--- src/rtl/systolic_ctrl.sv ---
// Tile sequencer for an ARRAY_N x ARRAY_N systolic MAC grid: skewed operand indices, clear, drain, done.
// Optional K-split accumulation (accum_i suppresses the clear) is enabled by SYSTOLIC_CTRL_ACCUM_EN.
module systolic_ctrl #(
  parameter int unsigned ARRAY_N   = 4,
  parameter int unsigned K_WIDTH   = 8,
  parameter int unsigned CNT_WIDTH = 10
) (
  input  logic                       clk_i,
  input  logic                       rst_ni,
  input  logic                       start_i,
  input  logic [K_WIDTH-1:0]         k_len_i,
`ifdef SYSTOLIC_CTRL_ACCUM_EN
  input  logic                       accum_i,
`endif
  input  logic                       done_ack_i,
  output logic                       ready_o,
  output logic [ARRAY_N-1:0]         lane_valid_o,
  output logic [ARRAY_N*K_WIDTH-1:0] lane_idx_o,
  output logic                       clear_o,
  output logic                       busy_o,
  output logic                       done_o
);

  localparam logic [1:0] StIdle  = 2'd0;
  localparam logic [1:0] StFeed  = 2'd1;
  localparam logic [1:0] StDrain = 2'd2;
  localparam logic [1:0] StDone  = 2'd3;

  localparam logic [CNT_WIDTH-1:0] FeedTail  = CNT_WIDTH'(ARRAY_N - 2);
  localparam logic [CNT_WIDTH-1:0] DrainTail = CNT_WIDTH'(2 * ARRAY_N - 2);

  logic [1:0]           state_q, state_d;
  logic [CNT_WIDTH-1:0] cnt_q, cnt_d;
  logic [K_WIDTH-1:0]   k_len_q, k_len_d;
  logic [CNT_WIDTH-1:0] k_ext;
  logic [CNT_WIDTH-1:0] feed_last;
  logic [CNT_WIDTH-1:0] drain_last;
  logic                 accept;
  logic                 in_feed;
  logic                 clear_en;

  assign k_ext      = CNT_WIDTH'(k_len_q);
  assign feed_last  = k_ext + FeedTail;
  assign drain_last = k_ext + DrainTail;
  assign accept     = start_i && (state_q == StIdle) && (k_len_i != '0);
  assign in_feed    = (state_q == StFeed);

  always_comb begin
    state_d = state_q;
    cnt_d   = cnt_q;
    k_len_d = k_len_q;
    case (state_q)
      StIdle: begin
        if (accept) begin
          state_d = StFeed;
          cnt_d   = '0;
          k_len_d = k_len_i;
        end
      end
      StFeed: begin
        cnt_d = cnt_q + 1'b1;
        if (cnt_q == feed_last) begin
          state_d = StDrain;
        end
      end
      StDrain: begin
        cnt_d = cnt_q + 1'b1;
        if (cnt_q == drain_last) begin
          state_d = StDone;
        end
      end
      StDone: begin
        if (done_ack_i) begin
          state_d = StIdle;
          cnt_d   = '0;
        end
      end
      default: begin
        state_d = StIdle;
        cnt_d   = '0;
      end
    endcase
  end

  always_ff @(posedge clk_i or negedge rst_ni) begin
    if (!rst_ni) begin
      state_q <= StIdle;
      cnt_q   <= '0;
      k_len_q <= '0;
    end else begin
      state_q <= state_d;
      cnt_q   <= cnt_d;
      k_len_q <= k_len_d;
    end
  end

`ifdef SYSTOLIC_CTRL_ACCUM_EN
  logic accum_q;

  always_ff @(posedge clk_i or negedge rst_ni) begin
    if (!rst_ni) begin
      accum_q <= 1'b0;
    end else if (accept) begin
      accum_q <= accum_i;
    end
  end

  assign clear_en = !accum_q;
`else
  assign clear_en = 1'b1;
`endif

  // Lane r reads index t-r while 0 <= t-r < k_len; the skew lines operands up at each PE.
  for (genvar r = 0; r < ARRAY_N; r++) begin : g_lane
    localparam logic [CNT_WIDTH-1:0] LaneOff = CNT_WIDTH'(r);
    logic [CNT_WIDTH-1:0] lane_t;
    logic                 lane_on;

    assign lane_t          = cnt_q - LaneOff;
    assign lane_on         = in_feed && (cnt_q >= LaneOff) && (lane_t < k_ext);
    assign lane_valid_o[r] = lane_on;
    assign lane_idx_o[r*K_WIDTH +: K_WIDTH] = lane_on ? K_WIDTH'(lane_t) : '0;
  end

  assign clear_o = in_feed && (cnt_q == '0) && clear_en;
  assign ready_o = (state_q == StIdle);
  assign busy_o  = (state_q == StFeed) || (state_q == StDrain);
  assign done_o  = (state_q == StDone);

endmodule

--- config.mk ---
export PLATFORM = sky130hd
export DESIGN_NAME = systolic_ctrl
export DESIGN_NICKNAME = d
export VERILOG_FILES = /design/src/rtl/systolic_ctrl.sv
export SDC_FILE = /design/constraint.sdc
export NUM_CORES = 1
export LEC_CHECK = 0
export ABC_AREA = 1
export BUFFER_PORTS_ARGS = -buffer_cell sky130_fd_sc_hd__buf_2
export CORE_MARGIN = 4
export CORE_UTILIZATION = 40
export CTS_CLUSTER_SIZE = 8
export DETAILED_ROUTE_END_ITERATION = 12
export PLACE_DENSITY_LB_ADDON = 0.25
export RECOVER_POWER = 50
export SETUP_SLACK_MARGIN = 0.2
export SLEW_MARGIN = 30
export SYNTH_ARGS = -nofsm -noshare
export SYNTH_HDL_FRONTEND = slang
export SYNTH_SLANG_ARGS = --single-unit
--- constraint.sdc ---
create_clock -name clk_i -period 2.95 [get_ports clk_i]
set_input_delay 0.59 -clock clk_i [delete_from_list [all_inputs] [get_ports clk_i]]
set_output_delay 0.59 -clock clk_i [all_outputs]
set_load 0.1 [all_outputs]
### After elaboration in Yosys (flattened, before gate mapping)

Cells that the tools add are included.

* register bits after elaboration: 20
* input port bits: 12
* output and inout bits: 40
* logic and storage cells: 57

* add/sub/neg operators: 6
* magnitude comparators: 8
* equal/unequal tests: 9
* multiplexer cells: 12
* reductions and logical operators: 19

Operators by type and width (count)
* < comparator 10 x 8 -> 1 bit: 4
* 2-to-1 mux 8 bit: 4
* one-hot mux 10 bit (3 select lines): 1
* equality test 10 x 9 -> 1 bit: 2
* greater-or-equal comparator 10 x 1 -> 1 bit, second input constant: 2
* greater-or-equal comparator 10 x 2 -> 1 bit, second input constant: 2
* 2-to-1 mux 10 bit: 2
* subtractor 10 x 2 -> 10 bit, second input constant: 2
* logical AND 1 bit: 11
* adder 10 x 1 -> 10 bit, second input constant: 1
* logical NOT 10 bit: 1
* subtractor 10 x 1 -> 10 bit, second input constant: 1
* adder 8 x 2 -> 9 bit, second input constant: 1
* adder 8 x 3 -> 9 bit, second input constant: 1
* 2-to-1 mux 2 bit: 4
* one-hot mux 2 bit (4 select lines): 1
* nonzero test 8 bit: 1
* equality test 2 bit, second input constant: 2
* inequality test 2 x 1 -> 1 bit, second input constant: 2
* inequality test 2 bit, second input constant: 2
* AND reduction 2 bit: 2
* AND reduction 4 bit: 1
* equality test 2 x 1 -> 1 bit, second input constant: 1
* logical NOT 2 bit: 1
* other kinds (2): 2

### Logic depth before layout (Yosys ltp)

* depth in word-level cells: 5
* gate-level depth with buffers: 15

### Worst setup path after synthesis

No wires, ideal clock.

* path kind: flip-flop to output port
* start: register cnt_q[1]
* end: output lane_idx_o[10]
* arrival time: 3.673 ns
* slack: -1.313 ns
* cell stages (with the launch flop): 12
* cell sequence: dfrtp_1 > inv_1 > ha_1 > nand3_2 > nor2_1 > nand3_1 > nand2_1 > ha_1 > a211o_1 > nor3_1 > nand2_2 > a21oi_1

* word-level cells in the longest chain between the ends: 4
* elaborated cells on any way between the ends: 6

RTL lines
* from (decl): line 33 `logic [CNT_WIDTH-1:0] cnt_q, cnt_d;`
* from (signal assigned): line 92 `cnt_q <= cnt_d;`
* subtractor 10 x 1 -> 10 bit or greater-or-equal comparator 10 x 1 -> 1 bit (tied branches): line 119, 120
* < comparator 10 x 8 -> 1 bit or logical AND 1 bit (tied branches): line 120 `assign lane_on = in_feed && (cnt_q >= LaneOff) && (lane_t < k_ext);`
* logical AND 1 bit: line 120
* 2-to-1 mux 8 bit *: line 122 `assign lane_idx_o[r*K_WIDTH +: K_WIDTH] = lane_on ? K_WIDTH'(lane_t) : '0;`
* to (decl): line 18 `output logic [ARRAY_N*K_WIDTH-1:0] lane_idx_o,`

Mark *: on every way between the ends. The rest lies on a longest branch, timed or not.

### Worst setup path in the final report

* start: register cnt_q[2]
* end: output lane_idx_o[12]

The elaborated chain is that of the path after synthesis.

==> results by stage <==
STA:
- The minimum hold slack is 0.525 ns.
- Setup violations remaining at the end of the flow were counted as 36.
- The final period demand of the worst path is 3.54 ns.
- The number of hold violations in the final report was 0.
- Setup repair after global routing could not meet its margin everywhere.
- Between clock sinks in the finished design, the worst skew comes to 0.00617 ns.
- The highest clock rate is 283 MHz.
- The count of final max-slew check failures was 0.
- At the pin with the least slew margin, the transition time is 1.17 ns.
- Setup slack on the critical path of the routed design comes to -0.585 ns.
- The worst path uses 120% of the clock period.
- In this run the tightest slew margin relative to its limit is 21.8%.

Setup path:
- The destination of the worst register-to-register timing path is state_q[0].
- Data on the critical path is required at its endpoint by 2.36 ns.
- The cell with the largest stage delay on the worst path is sky130_fd_sc_hd__dfrtp_2.
- Measured in cells, the most critical reg-to-reg path has a length of 15.
- For flop-to-flop paths, the worst setup slack is 0.67 ns.
- The critical path capture point type is an output pin.
- The critical-path maximum fanout is 5.
- The largest incremental delay on the critical path is 0.45 ns.
- The kind of critical path is flop to output pin.
- The critical path arrival is 2.95 ns.
- The worst setup path is launched from a flop.
- The critical path goes through buf_12, nor2_4, inv_2, nor3_4, nand2_1, xor2_2, inv_1, ha_2, a211o_1, nor3_4, buf_4, nand2_8, a21oi_4, buf_12.
- The startpoint identified for the worst register-to-register timing path is cnt_q[1].

Clock network:
- In this run the number of H-tree levels came out at 1.
- Clock tree synthesis inserted a total of 3 buffers.
- TritonCTS built the clock tree.
- The number of clock sinks is 20.
- The clock passes through at most 2 buffers.
- The clock latency reported for the late side of the worst-skew pair is 0.27 ns.
- Hold repair after CTS inserted 0 buffers.
- The cell sitting at the root of the clock tree is a sky130_fd_sc_hd__clkbuf_8.
- The clock transition time at the flip-flop clock pins of the worst setup and hold paths is 0.09 ns.

Power and ir drop:
- For this design the static power due to leakage is 2.57 nW.
- The total power after layout is 0.00668 W.
- The ratio of total power to cell area is 1260 nW/µm².
- The maximum vdd ir drop is 0.000881 V.

Route:
- The detailed router placed 3716 vias in this run.
- The number of routed nets with antenna violations is 0.
- After detailed routing, the average wire length per cell comes to 17.4 µm.
- The pre-antenna-repair detailed-routing pass consisted of 6 iterations.
- For this run, design rule violations remaining after detail routing come to 0.
- The final layout contains routed wiring with a total length of 11900 µm.
- In the routed layout, each cell is associated on average with a via count of 5.43.
- The first routing iteration left 368 violations.

Global routing:
- Entering global routing, the biggest net connects 21 pins.
- The total global routing overflow is 0.
- The overall fraction of global-route tracks in use is 24.2%.
- The via count of the first global-routing pass is 3476.
- The number of antenna violations at the first check in global routing is 0.
- The first global-routing pass estimated 16700 µm of wire.

Cells and area:
- The sequential cells in the finished layout cover a total of 504 µm².
- The final-layout fill cell count is 439.
- At the end of the flow, the number of nets in the layout was 644.
- The finished layout holds 684 standard cells, fillers aside.
- The count of antenna diodes in the layout is 0.
- The fraction of final layout cells sized beyond drive strength 1 is 44.6%.
- After routing the design area is 5290 µm².
- Summing all multi-input logic gate instances after layout gives 2770 µm².
- Relative to the synthesized area, the layout overhead comes to 83.9%.

Placed design:
- The cell count after placement is 653.
- Routability-driven placement finished with a final weighted congestion of 0.900.
- The number of I/O port buffers is 51.
- The instance area after placement is 4590 µm².
- The worst-case setup slack after placement is -0.273 ns.
- The post-detailed-placement half-perimeter wirelength is 7700 µm.

Status:
- The run finished, with violations left.
- The checks that failed: setup timing.

Floorplan:
- The die is 92.8 µm wide.
- 52 I/O pins were placed.
- The number of rows in the core area is 30.
- The die outline height is 92.8 µm.
- For this configuration, the core starts out at a cell density of 41.6%.
- The area of the core region is 6910 µm².
- The die covers 8610 µm².

Synthesis:
- The cell area that synthesis handed to floorplanning was 2880 µm².
- The register bit total from synthesis is 20.
- During synthesis, Yosys emitted a total of 0 warnings.
- After synthesis, the cell types taking the most area are sky130_fd_sc_hd__ha_1 (19%), sky130_fd_sc_hd__dfrtp_1 (17%), sky130_fd_sc_hd__nand2_1 (15%).
- The average instance in the mapped netlist occupies 6.41 µm².
- The net count after synthesis is 504.
- The top cell type by area accounts for 18.7% of the synthesized area.
- sky130_fd_sc_hd__ha_1 takes more of the synthesized area than any other cell.
- Synthesis instantiated 34 different standard cells from the library.
- The synthesized netlist cell count is 449.
- Sequential elements use 17.4% of the synthesized area.

Worst hold path:
- The type of the tightest min-delay check is primary input to asynchronous set/reset pin.

Job:
- The tool flagged a number of max-cap violations equal to 0.
routing by layer:
layer / track usage (%) / up-vias / part of all wire [%]
li1: - / 1718 / -
met1: 30.8 / 1726 / 37
met2: 42.2 / 206 / 50
met3: 4.55 / 66 / 8.2
met4: 5.74 / 0 / 4.3
met5: 0 / - / 0
placed cells by master, fill, tap and decap left out, drive strengths merged:
cell type  count
a211o          1
xnor2          1
clkbuf         5
ha            43
xor2          19
a21oi         17
o21ai         22
o211ai         1
nand3         22
nand2        118
clkinv         1
nor2          76
nor3           8
inv           62
nand4         16
or2            3
bufinv         1
dfrtp         20
nand3b         3
and3           1
o22ai          2
buf          144
a211oi         2
layout make-up:
| class | instances | share of cell area (%) |
|---|---|---|
| multi-input cells | 355 | 52.4 |
| repair buffers | 145 | 29.7 |
| flip-flops and latches | 20 | 9.53 |
| inverters | 64 | 5.13 |
| well taps | 96 | 2.27 |
| clock buffers | 4 | 1.04 |
worst max-delay path: cells and delay by family, from the launching register on:
family	cells	cell delay [ns]
compound gates	2	0.48
buf+inv	5	0.64
simple gates	5	0.74
flops	1	0.45
fa+ha+maj	1	0.17
xor+xnor	1	0.19
what timing repair did:
item / in CTS / in global routing
endpoints found under the hold margin: 0 / 0
pin swaps: 25 / 29
endpoints found under the setup margin: 36 / 36
cloned: 2 / 0
gates resized for setup: 41 / 43
buffers inserted: 14 / 11
worst max path at each step:
| stage | start | to | cells after the start |
|---|---|---|---|
| after global routing | cnt_q[1] | lane_idx_o[25] | 15 |
| after global placement | cnt_q[1] | lane_idx_o[24] | 14 |
| final | cnt_q[2] | lane_idx_o[12] | 14 |
| after floorplan | k_len_q[5] | lane_idx_o[0] | 7 |
| after CTS | cnt_q[1] | lane_idx_o[30] | 15 |
| after detailed placement | cnt_q[1] | lane_idx_o[24] | 14 |
state kept, by name, indices dropped and copies added (netlist names):
signal / count
k_len_q: 8
state_q: 2
cnt_q: 10
through the flow:
stage / setup TNS (ns) / util [%]
6_report: -13.83 / 76.6
5_1_grt: -18.00 / 76.6
4_1_cts: -9.92 / 72.3
3_5_place_dp: -3.40 / 66.5
3_3_place_gp: -2.00 / 66.5
2_1_floorplan: -8.94 / -
cell usage after synthesis, drive strengths merged:
master,count
xor2,19
nor3,8
buf,10
or2,3
nand3b,3
inv,63
nor2,76
o21ai,22
and3,1
dfrtp,20
a21oi,17
o22ai,2
o211ai,1
ha,43
nand3,22
clkinv,1
clkbuf,1
a211oi,2
nand2,117
nand4,16
xnor2,1
a211o,1
cells by family after synthesis:
kind of cell	synth area share, %
DFF	17.4
adders and majority gates	18.7
xor gates and xnor gates	6.09
buffers and inverters	12.0
AOI/OAI and AO/OA	8.31
and+or+nand+nor	37.5
power breakdown:
part           total (W)  switching [W]  internal [W]
clock network   0.000227       0.000107      0.000119
logic            0.00595        0.00353       0.00242
registers       0.000503       0.000136      0.000367
total            0.00668        0.00377       0.00291
Note: power is estimated with default switching activity, not from simulation.
